<file path="src/rtl/scan_sel_sequencer_pkg.sv">
// Shared definitions for the scan select sequencer.
//   - scan state enum (IDLE / DWELL / GAP)
//   - default select width, channel count and dwell-counter width
package scan_pkg;

    localparam int SEL_W_DEF = 4;
    localparam int N_CH_DEF  = 2 ** SEL_W_DEF;
    localparam int DW_DEF    = 8;

    typedef enum logic [1:0] {
        IDLE  = 2'd0,
        DWELL = 2'd1,
        GAP   = 2'd2
    } state_t;

endpackage

</file>
<file path="src/rtl/scan_sel_sequencer_if.sv">
// Control/status bundle between a scan controller and scan_sel_sequencer.
//   master : drives start, stop, mode_cont, chan_mask, dwell;
//            observes sel, sel_valid, busy, wrap, done
//   slave  : the sequencer side (mirror of master)
interface scan_sel_sequencer_if
    import scan_pkg::*;
#(
    parameter int SEL_W = SEL_W_DEF,
    parameter int DW    = DW_DEF
);
    localparam int N_CH = 2 ** SEL_W;

    logic             start;
    logic             stop;
    logic             mode_cont;
    logic [N_CH-1:0]  chan_mask;
    logic [DW-1:0]    dwell;
    logic [SEL_W-1:0] sel;
    logic             sel_valid;
    logic             busy;
    logic             wrap;
    logic             done;

    modport master (
        output start, stop, mode_cont, chan_mask, dwell,
        input  sel, sel_valid, busy, wrap, done
    );

    modport slave (
        input  start, stop, mode_cont, chan_mask, dwell,
        output sel, sel_valid, busy, wrap, done
    );

endinterface

</file>
<file path="src/rtl/scan_sel_sequencer_next_chan_find.sv">
// Combinational channel search over an enable mask.
//   mask        : channel enable bits
//   cur         : current channel index
//   found_above : some enabled channel has an index strictly above cur
//   idx_above   : lowest such index (0 when none)
//   found_any   : mask is non-zero
//   idx_lowest  : lowest enabled index (0 when none)
module next_chan_find
    import scan_pkg::*;
#(
    parameter int SEL_W = SEL_W_DEF
) (
    input  logic [2**SEL_W-1:0] mask,
    input  logic [SEL_W-1:0]    cur,
    output logic                found_above,
    output logic [SEL_W-1:0]    idx_above,
    output logic                found_any,
    output logic [SEL_W-1:0]    idx_lowest
);
    localparam int N_CH = 2 ** SEL_W;

    // Scan from the top down so the last hit written is the lowest index.
    always_comb begin
        // NOTE: every output gets a default before the loop; a path that
        // leaves a combinational output unassigned infers a latch.
        found_above = 1'b0;
        idx_above   = '0;
        found_any   = 1'b0;
        idx_lowest  = '0;
        for (int i = N_CH - 1; i >= 0; i--) begin
            if (mask[i]) begin
                found_any  = 1'b1;
                idx_lowest = SEL_W'(i);
                if (i > int'(cur)) begin
                    found_above = 1'b1;
                    idx_above   = SEL_W'(i);
                end
            end
        end
    end

endmodule

</file>
<file path="src/rtl/scan_sel_sequencer.sv">
// Sequential select/enable source for a 4:16 one-hot decoder.
// Walks the enabled channels of a mask captured at start, holding each for
// dwell+1 cycles, with a one-cycle break-before-make gap between channels.
// One-shot or continuous (wrap) operation; stop ends the scan at the next gap.
//   clk   : clock, rising edge
//   rst_n : asynchronous active-low reset
//   bus   : slave side of scan_sel_sequencer_if (start/stop/config in,
//           sel/sel_valid/busy/wrap/done out, all registered)
module scan_sel_sequencer
    import scan_pkg::*;
#(
    parameter int SEL_W = SEL_W_DEF,
    parameter int DW    = DW_DEF
) (
    input  logic                  clk,
    input  logic                  rst_n,
    scan_sel_sequencer_if.slave   bus
);
    localparam int N_CH = 2 ** SEL_W;

    state_t           state, state_d;
    logic [N_CH-1:0]  mask_q, mask_d;
    logic [DW-1:0]    dwell_q, dwell_d;
    logic             cont_q, cont_d;
    logic [DW-1:0]    cnt, cnt_d;
    logic             stop_pend, stop_pend_d;
    logic [SEL_W-1:0] sel_q, sel_d;
    logic             sel_valid_q, busy_q, wrap_q, done_q;
    logic             wrap_d, done_d;

    logic [N_CH-1:0]  find_mask;
    logic             found_above, found_any;
    logic [SEL_W-1:0] idx_above, idx_lowest;

    // In IDLE the search must look at the live mask, since capture happens
    // on the same edge that enters the first DWELL.
    assign find_mask = (state == IDLE) ? bus.chan_mask : mask_q;

    next_chan_find #(.SEL_W(SEL_W)) u_find (
        .mask        (find_mask),
        .cur         (sel_q),
        .found_above (found_above),
        .idx_above   (idx_above),
        .found_any   (found_any),
        .idx_lowest  (idx_lowest)
    );

    always_comb begin
        state_d     = state;
        mask_d      = mask_q;
        dwell_d     = dwell_q;
        cont_d      = cont_q;
        cnt_d       = cnt;
        stop_pend_d = stop_pend;
        sel_d       = sel_q;
        wrap_d      = 1'b0;
        done_d      = 1'b0;

        unique case (state)
            IDLE: begin
                stop_pend_d = 1'b0;
                if (bus.start) begin
                    if (found_any) begin
                        mask_d  = bus.chan_mask;
                        dwell_d = bus.dwell;
                        cont_d  = bus.mode_cont;
                        cnt_d   = bus.dwell;
                        sel_d   = idx_lowest;
                        state_d = DWELL;
                    end else begin
                        done_d = 1'b1;
                    end
                end
            end
            DWELL: begin
                if (bus.stop) stop_pend_d = 1'b1;
                if (cnt == '0) state_d = GAP;
                else           cnt_d   = cnt - DW'(1);
            end
            GAP: begin
                // A stop seen in this very cycle ends the scan here too.
                if (stop_pend || bus.stop) begin
                    state_d     = IDLE;
                    done_d      = 1'b1;
                    stop_pend_d = 1'b0;
                end else if (found_above) begin
                    state_d = DWELL;
                    sel_d   = idx_above;
                    cnt_d   = dwell_q;
                end else if (cont_q) begin
                    state_d = DWELL;
                    sel_d   = idx_lowest;
                    cnt_d   = dwell_q;
                    wrap_d  = 1'b1;
                end else begin
                    state_d = IDLE;
                    done_d  = 1'b1;
                end
            end
            default: state_d = IDLE;
        endcase
    end

    // NOTE: sequential state uses non-blocking assignments so every register
    // samples pre-edge values regardless of statement order.
    always_ff @(posedge clk or negedge rst_n) begin
        if (!rst_n) begin
            state       <= IDLE;
            mask_q      <= '0;
            dwell_q     <= '0;
            cont_q      <= 1'b0;
            cnt         <= '0;
            stop_pend   <= 1'b0;
            sel_q       <= '0;
            sel_valid_q <= 1'b0;
            busy_q      <= 1'b0;
            wrap_q      <= 1'b0;
            done_q      <= 1'b0;
        end else begin
            state       <= state_d;
            mask_q      <= mask_d;
            dwell_q     <= dwell_d;
            cont_q      <= cont_d;
            cnt         <= cnt_d;
            stop_pend   <= stop_pend_d;
            sel_q       <= sel_d;
            sel_valid_q <= (state_d == DWELL);
            busy_q      <= (state_d != IDLE);
            wrap_q      <= wrap_d;
            done_q      <= done_d;
        end
    end

    assign bus.sel       = sel_q;
    assign bus.sel_valid = sel_valid_q;
    assign bus.busy      = busy_q;
    assign bus.wrap      = wrap_q;
    assign bus.done      = done_q;

endmodule

</file>
<file path="src/flat_wrapper.sv">
// flat-port wrapper written by rule: the top's interface ports become plain ports
module scan_sel_sequencer_flat import scan_pkg::*;
#(
    parameter int SEL_W = SEL_W_DEF,
    parameter int DW    = DW_DEF
)
  (clk, rst_n, bus_start, bus_stop, bus_mode_cont, bus_chan_mask, bus_dwell, bus_sel, bus_sel_valid, bus_busy, bus_wrap, bus_done);
  scan_sel_sequencer_if #(.SEL_W(SEL_W), .DW(DW)) bus_i ();
  input  logic clk;
  input  logic rst_n;
  input wire logic [$bits(bus_i.start)-1:0] bus_start;
  input wire logic [$bits(bus_i.stop)-1:0] bus_stop;
  input wire logic [$bits(bus_i.mode_cont)-1:0] bus_mode_cont;
  input wire logic [$bits(bus_i.chan_mask)-1:0] bus_chan_mask;
  input wire logic [$bits(bus_i.dwell)-1:0] bus_dwell;
  output wire logic [$bits(bus_i.sel)-1:0] bus_sel;
  output wire logic [$bits(bus_i.sel_valid)-1:0] bus_sel_valid;
  output wire logic [$bits(bus_i.busy)-1:0] bus_busy;
  output wire logic [$bits(bus_i.wrap)-1:0] bus_wrap;
  output wire logic [$bits(bus_i.done)-1:0] bus_done;
  assign bus_i.start = bus_start;
  assign bus_i.stop = bus_stop;
  assign bus_i.mode_cont = bus_mode_cont;
  assign bus_i.chan_mask = bus_chan_mask;
  assign bus_i.dwell = bus_dwell;
  assign bus_sel = bus_i.sel;
  assign bus_sel_valid = bus_i.sel_valid;
  assign bus_busy = bus_i.busy;
  assign bus_wrap = bus_i.wrap;
  assign bus_done = bus_i.done;
  scan_sel_sequencer #(.SEL_W(SEL_W), .DW(DW)) u_core (.clk(clk), .rst_n(rst_n), .bus(bus_i));
endmodule
</file>
<file path="config.mk">
export PLATFORM = sky130hd
export DESIGN_NAME = scan_sel_sequencer_flat
export DESIGN_NICKNAME = d
export VERILOG_FILES = /design/src/rtl/scan_sel_sequencer_pkg.sv /design/src/rtl/scan_sel_sequencer_if.sv /design/src/rtl/scan_sel_sequencer_next_chan_find.sv /design/src/rtl/scan_sel_sequencer.sv /design/src/flat_wrapper.sv
export SDC_FILE = /design/constraint.sdc
export NUM_CORES = 1
export LEC_CHECK = 0
export BUFFER_PORTS_ARGS = -buffer_cell sky130_fd_sc_hd__buf_4
export CORE_MARGIN = 2
export CORE_UTILIZATION = 50
export CTS_CLUSTER_DIAMETER = 50
export DETAILED_ROUTE_END_ITERATION = 12
export GPL_TIMING_DRIVEN = 0
export PLACE_DENSITY = 0.7
export SLEW_MARGIN = 0
export SYNTH_ARGS = -nofsm -noshare
export SYNTH_HDL_FRONTEND = slang
export SYNTH_SLANG_ARGS = --single-unit
export TNS_END_PERCENT = 20
</file>
<file path="constraint.sdc">
create_clock -name clk -period 3.6 [get_ports clk]
set_input_delay 1.08 -clock clk [delete_from_list [all_inputs] [get_ports clk]]
set_output_delay 1.08 -clock clk [all_outputs]
set_load 0.05 [all_outputs]
</file>
Word level (Yosys, flattened, before mapping)
Index checks and enable logic that the tools add are counted.
- bits of input ports: 29
- register bits after elaboration: 44
- order comparisons: 15
- reduce and logical (&&, ||, !) cells: 10
- add/subtract/negate cells: 1
- eq/ne operators: 10
- mux-type cells: 126
- operators with widths (kind ; count):
    $mux 4 ; 51
    $mux 1 ; 58
    $mux 8 ; 6
    $gt 4x4->1 const A ; 8
    $pmux 8 s3 ; 1
    $gt 3x4->1 const A ; 4
    $mux 16 ; 1
    $mux 2 ; 5
    $gt 2x4->1 const A ; 2
    $logic_not 8->1 ; 1
    $ne 2x2->1 const B ; 4
    $pmux 4 s2 ; 1
    $sub 8x1->8 const B ; 1
    $pmux 2 s3 ; 1
    $reduce_and 3->1 ; 2
    $reduce_and 6->1 ; 1
    $reduce_and 5->1 ; 1
    $eq 2x1->1 const B ; 2
    $gt 1x4->1 const A ; 1
    $ne 2x1->1 const B ; 2
    $reduce_bool 2->1 ; 2
    $ne 3x1->1 const B ; 1
    $pmux 1 s3 ; 1
    $reduce_bool 3->1 ; 1
    other kinds (4) ; 4

Logic depth before layout (Yosys ltp)
Gate-level depths: netlist of run 1.
- depth after elaboration: 35
- gate-level depth with buffers: 12

By module
A second synthesis of run 1 with hierarchy kept.
- cell total of the unflattened synthesis: 309
- area total of the unflattened synthesis: 2927.8 µm²
- by module, submodules not included (module ; seq. area each (µm²) ; area each (µm²) ; cells an instance ; times used):
    scan_sel_sequencer ; 1101.1 ; 2334.7 ; 208 ; 1
    next_chan_find ; 0.0 ; 593.1 ; 101 ; 1

Least setup slack after synthesis of run 1
OpenSTA, ideal clock, no wires.
- kind: input -> register
- start point: input bus_chan_mask[12]
- end point: register u_core.mask_q[4]
- arrival time: 2627 ps
- setup slack: 845 ps
- stages on the path: 6
- data required time: 3473 ps
- cell sequence: or3b_2 -> o2bb2ai_1 -> nor4_4 -> nand3b_4 -> buf_6 -> mux2_1
- cells in the longest elaborated chain, start to end: 15
- ends and longest elaborated chain (what ; line ; text):
    from (decl) ; flat_wrapper.sv:14 ; input wire logic [$bits(bus_i.chan_mask)-1:0] bus_chan_mask;
    $mux 16 ; scan_sel_sequencer.sv:37 ; assign find_mask = (state == IDLE) ? bus.chan_mask : mask_q;
    $mux 1 (13 in a row) ; scan_sel_sequencer_next_chan_find.sv:31 ; if (mask[i]) begin
    $reduce_and 3->1 (no line) ; - ;
    to (signal assigned) ; scan_sel_sequencer.sv:121 ; mask_q <= mask_d;
    to (decl) ; scan_sel_sequencer.sv:22 ; logic [N_CH-1:0] mask_q, mask_d;
Every way passes these cells.
A chain may end at the register's enable or synchronous reset.

Final worst setup path of run 1
- start point: register u_core.state[0]
- end point: register u_core.sel_q[2], in the netlist u_core.bus.sel[2]
- cells in the longest elaborated chain, start to end: 34
- elaborated cells between the ends (all ways): 105
- ends and longest elaborated chain (what ; line ; text):
    from (decl) ; scan_sel_sequencer.sv:21 ; state_t state, state_d;
    from (signal assigned) ; scan_sel_sequencer.sv:120 ; state <= state_d;
    $logic_not 2->1 ; scan_sel_sequencer.sv:37, scan_sel_sequencer.sv:59 ;
    $mux 16 ; scan_sel_sequencer.sv:37 ;
    $mux 4 / $mux 1 (equally long branches) ; scan_sel_sequencer_next_chan_find.sv:31 ;
    $mux 4 / $mux 1 (equally long branches) ; scan_sel_sequencer_next_chan_find.sv:34 ; if (i > int'(cur)) begin
    $mux 4 / $mux 1 (equally long branches) ; scan_sel_sequencer_next_chan_find.sv:31 ;
    $mux 4 / $mux 1 (equally long branches) ; scan_sel_sequencer_next_chan_find.sv:34 ;
    $mux 4 / $mux 1 (equally long branches) ; scan_sel_sequencer_next_chan_find.sv:31 ;
    $mux 4 / $mux 1 (equally long branches) ; scan_sel_sequencer_next_chan_find.sv:34 ;
    (+18 left out) ; - ;
    $mux 4 / $mux 1 (equally long branches) ; scan_sel_sequencer_next_chan_find.sv:31 ;
    $mux 4 / $mux 1 (equally long branches) ; scan_sel_sequencer_next_chan_find.sv:34 ;
    $mux 4 / $mux 1 (equally long branches) ; scan_sel_sequencer_next_chan_find.sv:31 ;
    $mux 4 / $mux 1 (equally long branches) ; scan_sel_sequencer_next_chan_find.sv:34 ;
    $mux 4 / $mux 1 (equally long branches) ; scan_sel_sequencer_next_chan_find.sv:31 ;
    $mux 4 ; scan_sel_sequencer.sv:86 ; end else if (found_above) begin
    $mux 4 ; scan_sel_sequencer.sv:82 ; if (stop_pend || bus.stop) begin
    $pmux 4 s2 ; scan_sel_sequencer.sv:59 ; unique case (state)
    to (signal assigned) ; scan_sel_sequencer.sv:126 ; sel_q <= sel_d;
    to (decl) ; scan_sel_sequencer.sv:27 ; logic [SEL_W-1:0] sel_q, sel_d;
Several ways; a longest one is shown, not always the timed one. The select of a mux whose other input is x is not followed.

==> impl_metrics.tcl, run 1 <==
set metrics [dict create \
    ys_seq_area_share_pct 35.0 \
    r2r_cells 10 \
    critPathTopFamily "compound AO/OA/AOI/OAI gates" \
    setup_slack_ns 0.822 \
    p_clk_share_pct 9.4 \
    endpoint_kind "register" \
    crit_cells 10 \
    path_clk_slew_ns 0.09 \
    drt_wl_total_um 7250 \
    synth_area_per_cell_um2 9.97 \
    cap_violations 0 \
    first_iter_violations 123 \
    clk_latency_ns 0.30 \
    grt_first_pass_wirelength_um 12400 \
    cts.sinks 44 \
    syn_inst 316 \
    io_buffers 36 \
    ys_warn_count 0 \
    status "completed" \
    critical_path.slowest_cell "dfrtp_1" \
    cts_made_buffers 5 \
    fin_nets 393 \
    hold_violations 0 \
    p_per_area_nw_per_um2 902 \
    switching_share_pct 46.2 \
    antenna_left 0 \
    synth_ff_type "dfrtp_1" \
    num_antenna_cells 0 \
    htreeDepth 2 \
    slew_viol_final 0 \
    power_frac_comb_pct 61.4 \
    initial_core_util_pct 52.6 \
    viasPerCell 5.85 \
    firstDrtPassIters 4 \
    cpPeakStageDelay_ns 0.42 \
    max_freq_mhz 360 \
    setup_viol 0 \
    relSlewSlack_pct 61.7 \
    grt_max_degree 45 \
    path_max_fanout 10 \
    arrival_ns 2.97 \
    leakage_nw 1.56 \
    postCtsResizedCells 0 \
    gp_congestion 0.875 \
    post-route-min-period_ns 2.78 \
    cts.path.max_buffers 2 \
    die_x_um 83.4 \
    drt-wirelength-per-cell_um 16.7 \
    fin_cells 434 \
    hp-class "reg -> reg" \
    synth_edf_count 0 \
    post-place-ws_ns 0.490 \
    finClkSkew_ns 0.00727 \
    path_class "reg -> reg" \
    finalCritPeriodShare_pct 77.2 \
    holdPathStages 1 \
    io-pin-count 37 \
    intPower_mw 1.75 \
    synth_fp_nets 350 \
    grt_use_total_pct 22.0 \
    postCtsSetupRepairBufs 0 \
    ctsHoldBuffers 0 \
    grt_setup_unrepaired "false" \
    seqPwrFrac_pct 29.2 \
    cts_root_buffer "clkbuf_8" \
    hpwl_um 5500 \
    num_rows 28 \
    hold_ws_ns 0.497 \
    antenna_found_initial 0 \
    dr_total_vias 2539 \
    worstMarginPinSlew_ns 0.575 \
    tns_ns 0 \
    worstPathRequired_ns 3.79 \
    numPlacedInstances 427 \
    power_switching_mw 1.50 \
    post-synth-top-area-fraction_pct 35.0 \
    synth_area_leader_cell "dfrtp_1" \
    synth_area_leaders "dfrtp_1, mux2_1, mux2i_1" \
    dieArea_um2 6950 \
    drc_errors 0 \
    cts_tree "yes" \
    syn_area_um2 3150 \
    overflow 0 \
    start_kind "register" \
    finalPower_mw 3.24 \
    die_y_um 83.4 \
    core_um2 5990 \
    ir_drop_v 0.000482 \
    synthArstFlopShare_pct 100 \
    synth.distinct_cells 70 \
    area.growth.synth_to_final_pct 14.1 \
    synth_seq_cells 44 \
    path_buf_inv 3 \
    first_global_vias 2526 \
    drive_above_1_share_pct 25.9 \
    worstPathCellList "inv_1 > ha_1 > buf_6 > buf_6 > mux2i_1 > nor2_1 > o31ai_2 > a41oi_2 > o211ai_2 > mux2_4" \
    crit_top_cell "buf_6" \
]
[cell usage after synthesis (all sizes together) (3+ instances only)]
library cell / n
a211oi: 3
a21o: 3
a21oi: 10
a22oi: 6
buf: 12
clkbuf: 4
dfrtp: 44
ha: 5
inv: 9
mux2: 29
mux2i: 13
nand2: 20
nand3: 7
nor2: 27
nor2b: 8
nor3: 14
nor3b: 8
nor4: 6
o211ai: 5
o21ai: 25
o22ai: 8
o31ai: 4
or2: 5
or3: 4
xor2: 4
[layer usage]
metal | global-route usage [%] | vias up | part of all wire [%]
li1 | - | 1249 | -
met1 | 28.6 | 1249 | 46
met3 | 3.48 | 11 | 2.2
met4 | 7.60 | 0 | 2.0
met5 | 0 | - | 0
met2 | 37.3 | 30 | 49
[area by class of cell]
type                       instances  area, um2
sequential                        44       1100
multi-input combinational        247       1890
fill                             533       2400
clock inverter                     2       12.5
tap                               75       93.8
inverter                           9       33.8
buffer                            16        123
timing repair buffer              36        270
clock buffer                       5       68.8
[sequential cells by signal, summed over array words and instances, names as in the netlist, 2 cells and up]
name	cells
u_core.cnt	8
u_core.bus.sel	4
u_core.dwell_q	8
u_core.state	2
u_core.mask_q	16
[power groups by stage]
| stage | registers, mW | logic (mW) | clock network [mW] |
|---|---|---|---|
| 6_report | 0.946 | 1.99 | 0.306 |
| 4_1_cts | 0.942 | 1.99 | 0.318 |
| 2_1_floorplan | 0.981 | 1.50 | 0 |
| 3_5_place_dp | 0.951 | 1.98 | 0 |
| 3_3_place_gp | 0.937 | 1.95 | 0 |
| 5_1_grt | 0.984 | 2.19 | 0.333 |
[final timing paths]
path                                          startpoint                       endpoint  slack, ns
max                            u_core.state[0]$_DFF_PN0_  u_core.bus.sel[2]$_DFFE_PN0P_       0.82
min                        u_core.dwell_q[7]$_DFFE_PN0P_  u_core.dwell_q[7]$_DFFE_PN0P_       0.50
max reg2reg                    u_core.state[0]$_DFF_PN0_  u_core.bus.sel[2]$_DFFE_PN0P_       0.82
min reg2reg                u_core.dwell_q[7]$_DFFE_PN0P_  u_core.dwell_q[7]$_DFFE_PN0P_       0.50
max in group asynchronous                          rst_n   u_core.mask_q[4]$_DFFE_PN0P_       2.45
min in group asynchronous                          rst_n  u_core.bus.sel[3]$_DFFE_PN0P_       0.76
[kinds of logic (layout without fill, tap and decap cells)]
group	Yosys count	in the layout	synth area share, %
fa+ha+maj	5	5	1.99
simple gates	112	112	21.9
compound gates	83	83	19.7
flops	44	44	35.0
mux	42	42	15.1
xor+xnor	5	5	1.39
buf+inv	25	68	4.97
[layout by cell type (no fill, tap or decap), types with 4 or more instances in the layout]
cell type / instances
clkbuf_8: 5
dfrtp_1: 44
buf_6: 6
buf_2: 5
a21oi_1: 10
mux2i_1: 11
nor3_1: 13
mux2_1: 21
buf_4: 36
nand2_1: 20
nand3_1: 5
nor2_1: 27
a22oi_1: 6
o21ai_0: 16
mux2_2: 7
o22ai_1: 7
inv_1: 9
clkbuf_1: 4
o21ai_1: 8
xor2_1: 4
or3_1: 4
nor3b_1: 4
nor2b_1: 8
ha_1: 5
[stage by stage]
stage | utilization [%] | cell area [um2]
floorplan | - | 3150
global placement | 58.6 | 3510
detailed placement | 58.6 | 3510
CTS | 60.0 | 3590
global route | 60.0 | 3590
finish | 60.0 | 3590
[worst register-to-register path, cell delays in order (launching register included)]
cell	delay, ns
dfrtp_1	0.42
inv_1	0.10
ha_1	0.16
buf_6	0.15
buf_6	0.17
mux2i_1	0.35
nor2_1	0.11
o31ai_2	0.40
a41oi_2	0.24
o211ai_2	0.23
mux2_4	0.34
(Power assumes the default switching activity.)
==> run 2: changes to the inputs <==
Settings changed: ABC_AREA set to 1, PLACE_DENSITY 0.7 to 0.71.
Clock period 3.6 ns to 2.8 ns, I/O delays scaled along.
==> run 2 against run 1 <==
Net effect: cell area shrank 6.5%; synthesized cell count grew 29%; global-route usage grew 1.2 points; largest power group is now registers; non-clock buffer count shrank 3; register-to-register slack lost 0.60 ns; critical path depth grew 5.
==> impl_metrics.tcl, run 2 <==
set metrics [dict create \
    cpPeakStageDelay_ns 0.38 \
    hold_violations 0 \
    path_class "reg -> reg" \
    num_rows 27 \
    path_buf_inv 4 \
    ir_drop_v 0.000254 \
    cts_root_buffer "clkbuf_8" \
    worstHoldStart "u_core.mask_q[4]$_DFFE_PN0P_" \
    synth_area_leaders "dfrtp_1, nand2_1, inv_1" \
    hp-class "reg -> reg" \
    viasPerCell 5.05 \
    initial_core_util_pct 52.0 \
    synth_seq_cells 44 \
    intPower_uw 940 \
    status "completed" \
    ff_latch_area_um2 1100 \
    overflow 0 \
    holdPathStages 2 \
    cts.sinks 44 \
    cap_violations 0 \
    power_switching_uw 292 \
    drive_above_1_share_pct 18.6 \
    area.growth.synth_to_final_pct 17.2 \
    mostFrequentLayoutCells "nand2_1, inv_1, dfrtp_1" \
    dr_total_vias 2646 \
    leakage_nw 1.81 \
    post-route-min-period_ns 2.58 \
    finalCritPeriodShare_pct 92.2 \
    route.met2.wl_um 3320 \
    num_antenna_cells 0 \
    arrival_ns 2.78 \
    seqPwrFrac_pct 52.2 \
    firstDrtPassIters 4 \
    relSlewSlack_pct 62.2 \
    synth_edf_count 0 \
    r2r_end "u_core.cnt[2]$_DFFE_PN0P_" \
    min_to "u_core.mask_q[4]$_DFFE_PN0P_" \
    maxUsedRoutingLayer "met4" \
    synth_fp_nets 442 \
    reg.largest.list "u_core.mask_q (16), u_core.cnt (8), u_core.dwell_q (8)" \
    antenna_found_initial 0 \
    worstPathCellList "inv_1 > ha_1 > buf_6 > buf_6 > o21ai_2 > inv_2 > nand2_1 > nand2_1 > nor2_1 > nand2_1 > nor2_2 > nand2_2 > a21oi_4 > nor2_2 > mux2_4" \
    synth.distinct_cells 34 \
    r2r_cells 15 \
    grt_max_degree 45 \
    worstMarginPinSlew_ns 0.566 \
    reg2reg_from "u_core.state[0]$_DFF_PN0_" \
    drt_wl_total_um 6770 \
    multiInputGateArea_um2 1430 \
    start_kind "register" \
    finalPower_mw 1.23 \
    cts_tree "yes" \
    synth_ff_type "dfrtp_1" \
    syn_inst 408 \
    top_register "u_core.mask_q" \
    critical_path.slowest_cell "dfrtp_1" \
    dieArea_um2 6350 \
    numPlacedInstances 516 \
    post-route-util_pct 61.0 \
    grt_use_total_pct 23.2 \
    endpoint_kind "register" \
    critPathTopFamily "simple AND/OR/NAND/NOR gates" \
    dr_wl_met3_um 323 \
    post-synth-top-area-fraction_pct 38.4 \
    htreeDepth 2 \
    cts.path.max_buffers 2 \
    io_buffers 36 \
    die_y_um 79.7 \
    setup_viol 0 \
    switching_share_pct 23.7 \
    grt_setup_unrepaired "true" \
    antenna_left 0 \
    slew_viol_final 0 \
    drt-wirelength-per-cell_um 12.9 \
    synthArstFlopShare_pct 100 \
    fin_cells 524 \
    path_max_fanout 10 \
    syn_area_um2 2870 \
    fin_nets 485 \
    path_clk_slew_ns 0.10 \
    cts_made_buffers 5 \
    ctsHoldBuffers 0 \
    die_x_um 79.7 \
    postCtsSetupRepairBufs 0 \
    ys_seq_area_share_pct 38.4 \
    core_um2 5510 \
    final_common_cell "nand2_1" \
    crit_top_cell "nand2_1" \
    r2r_slack_ns 0.22 \
    ys_top_cells_by_count "nand2_1, inv_1, dfrtp_1" \
    drc_errors 0 \
    first_iter_violations 153 \
    largest_reg_flops 16 \
    final.fill_count 526 \
    wl_met1_um 3020 \
    grt_first_pass_wirelength_um 11700 \
    gp_congestion 0.925 \
    post-place-ws_ns 0.0997 \
    finClkSkew_ns 0.0113 \
    ys_warn_count 0 \
    hpwl_um 5110 \
    max_freq_mhz 387 \
    synth_area_leader_cell "dfrtp_1" \
    worstPathRequired_ns 3.00 \
    p_per_area_nw_per_um2 367 \
    power_frac_comb_pct 6.6 \
    p_clk_share_pct 41.2 \
    clk_latency_ns 0.30 \
    setup_slack_ns 0.219 \
    io-pin-count 37 \
    synth_area_per_cell_um2 7.02 \
    first_global_vias 2571 \
    post-synth-top-count-cell "nand2_1" \
]
## run 2: worst max path at each step
stage / end / start / cells past startpoint
floorplan: u_core.dwell_q[0]$_DFFE_PN0P_ / bus_chan_mask[4] / 11
global placement: u_core.mask_q[9]$_DFFE_PN0P_ / bus_chan_mask[4] / 13
detailed placement: u_core.mask_q[15]$_DFFE_PN0P_ / bus_chan_mask[4] / 12
CTS: u_core.mask_q[15]$_DFFE_PN0P_ / u_core.state[0]$_DFF_PN0_ / 11
global route: u_core.bus.sel[0]$_DFFE_PN0P_ / u_core.state[0]$_DFF_PN0_ / 17
finish: u_core.cnt[2]$_DFFE_PN0P_ / u_core.state[0]$_DFF_PN0_ / 15
## run 2: final cells by class
cell class	instances	share of cell area, %
clock inverters	3	1.38
multi-input cells	285	42.6
clock buffers	5	2.05
flip-flops and latches	44	32.8
repair buffers	36	8.04
plain buffers	13	3.09
inverters	66	7.37
well taps	72	2.68
## run 2: tightest hold or removal path, cell delays in order (launching register included)
cell	delay (ns)
dfrtp_1	0.36
nand2_1	0.05
o21ai_0	0.06
## run 2: power groups by stage
stage / clock network, mW / registers (mW) / logic (mW)
finish: 0.508 / 0.643 / 0.0813
global route: 0.545 / 0.644 / 0.0914
CTS: 0.521 / 0.643 / 0.0825
detailed placement: 0 / 0.655 / 0.0823
global placement: 0 / 0.655 / 0.0818
floorplan: 0 / 0.665 / 0.0175
## run 2: kinds of logic after synthesis
logic type               synth area share, %
multiplexers                            1.70
buffers and inverters                   12.1
AO/OA/AOI/OAI                           21.2
flip-flops                              38.4
adder cells (fa/ha/maj)                 2.18
AND/OR/NAND/NOR                         24.4
## run 2: repair_timing
| item | 4_1_cts | 5_1_grt |
|---|---|---|
| resized for setup | 0 | 8 |
| setup endpoints to repair | 0 | 35 |
| hold endpoints to repair | 0 | 0 |
## run 2: metal layers
| layer | track usage (%) | up-vias |
|---|---|---|
| met2 | 41.4 | 53 |
| met1 | 30.0 | 1188 |
| met5 | 0 | - |
| met4 | 5.00 | 0 |
| met3 | 3.05 | 11 |
| li1 | - | 1394 |
## run 2: through the flow
stage / cell area (um2) / TNS (ns) / hold WS [ns]
5_1_grt: 3360 / -0.0269 / 0.529
2_1_floorplan: 2870 / 0 / 0.448
6_report: 3360 / 0 / 0.499
3_5_place_dp: 3230 / 0 / 0.476
3_3_place_gp: 3230 / 0 / 0.465
4_1_cts: 3340 / 0 / 0.499
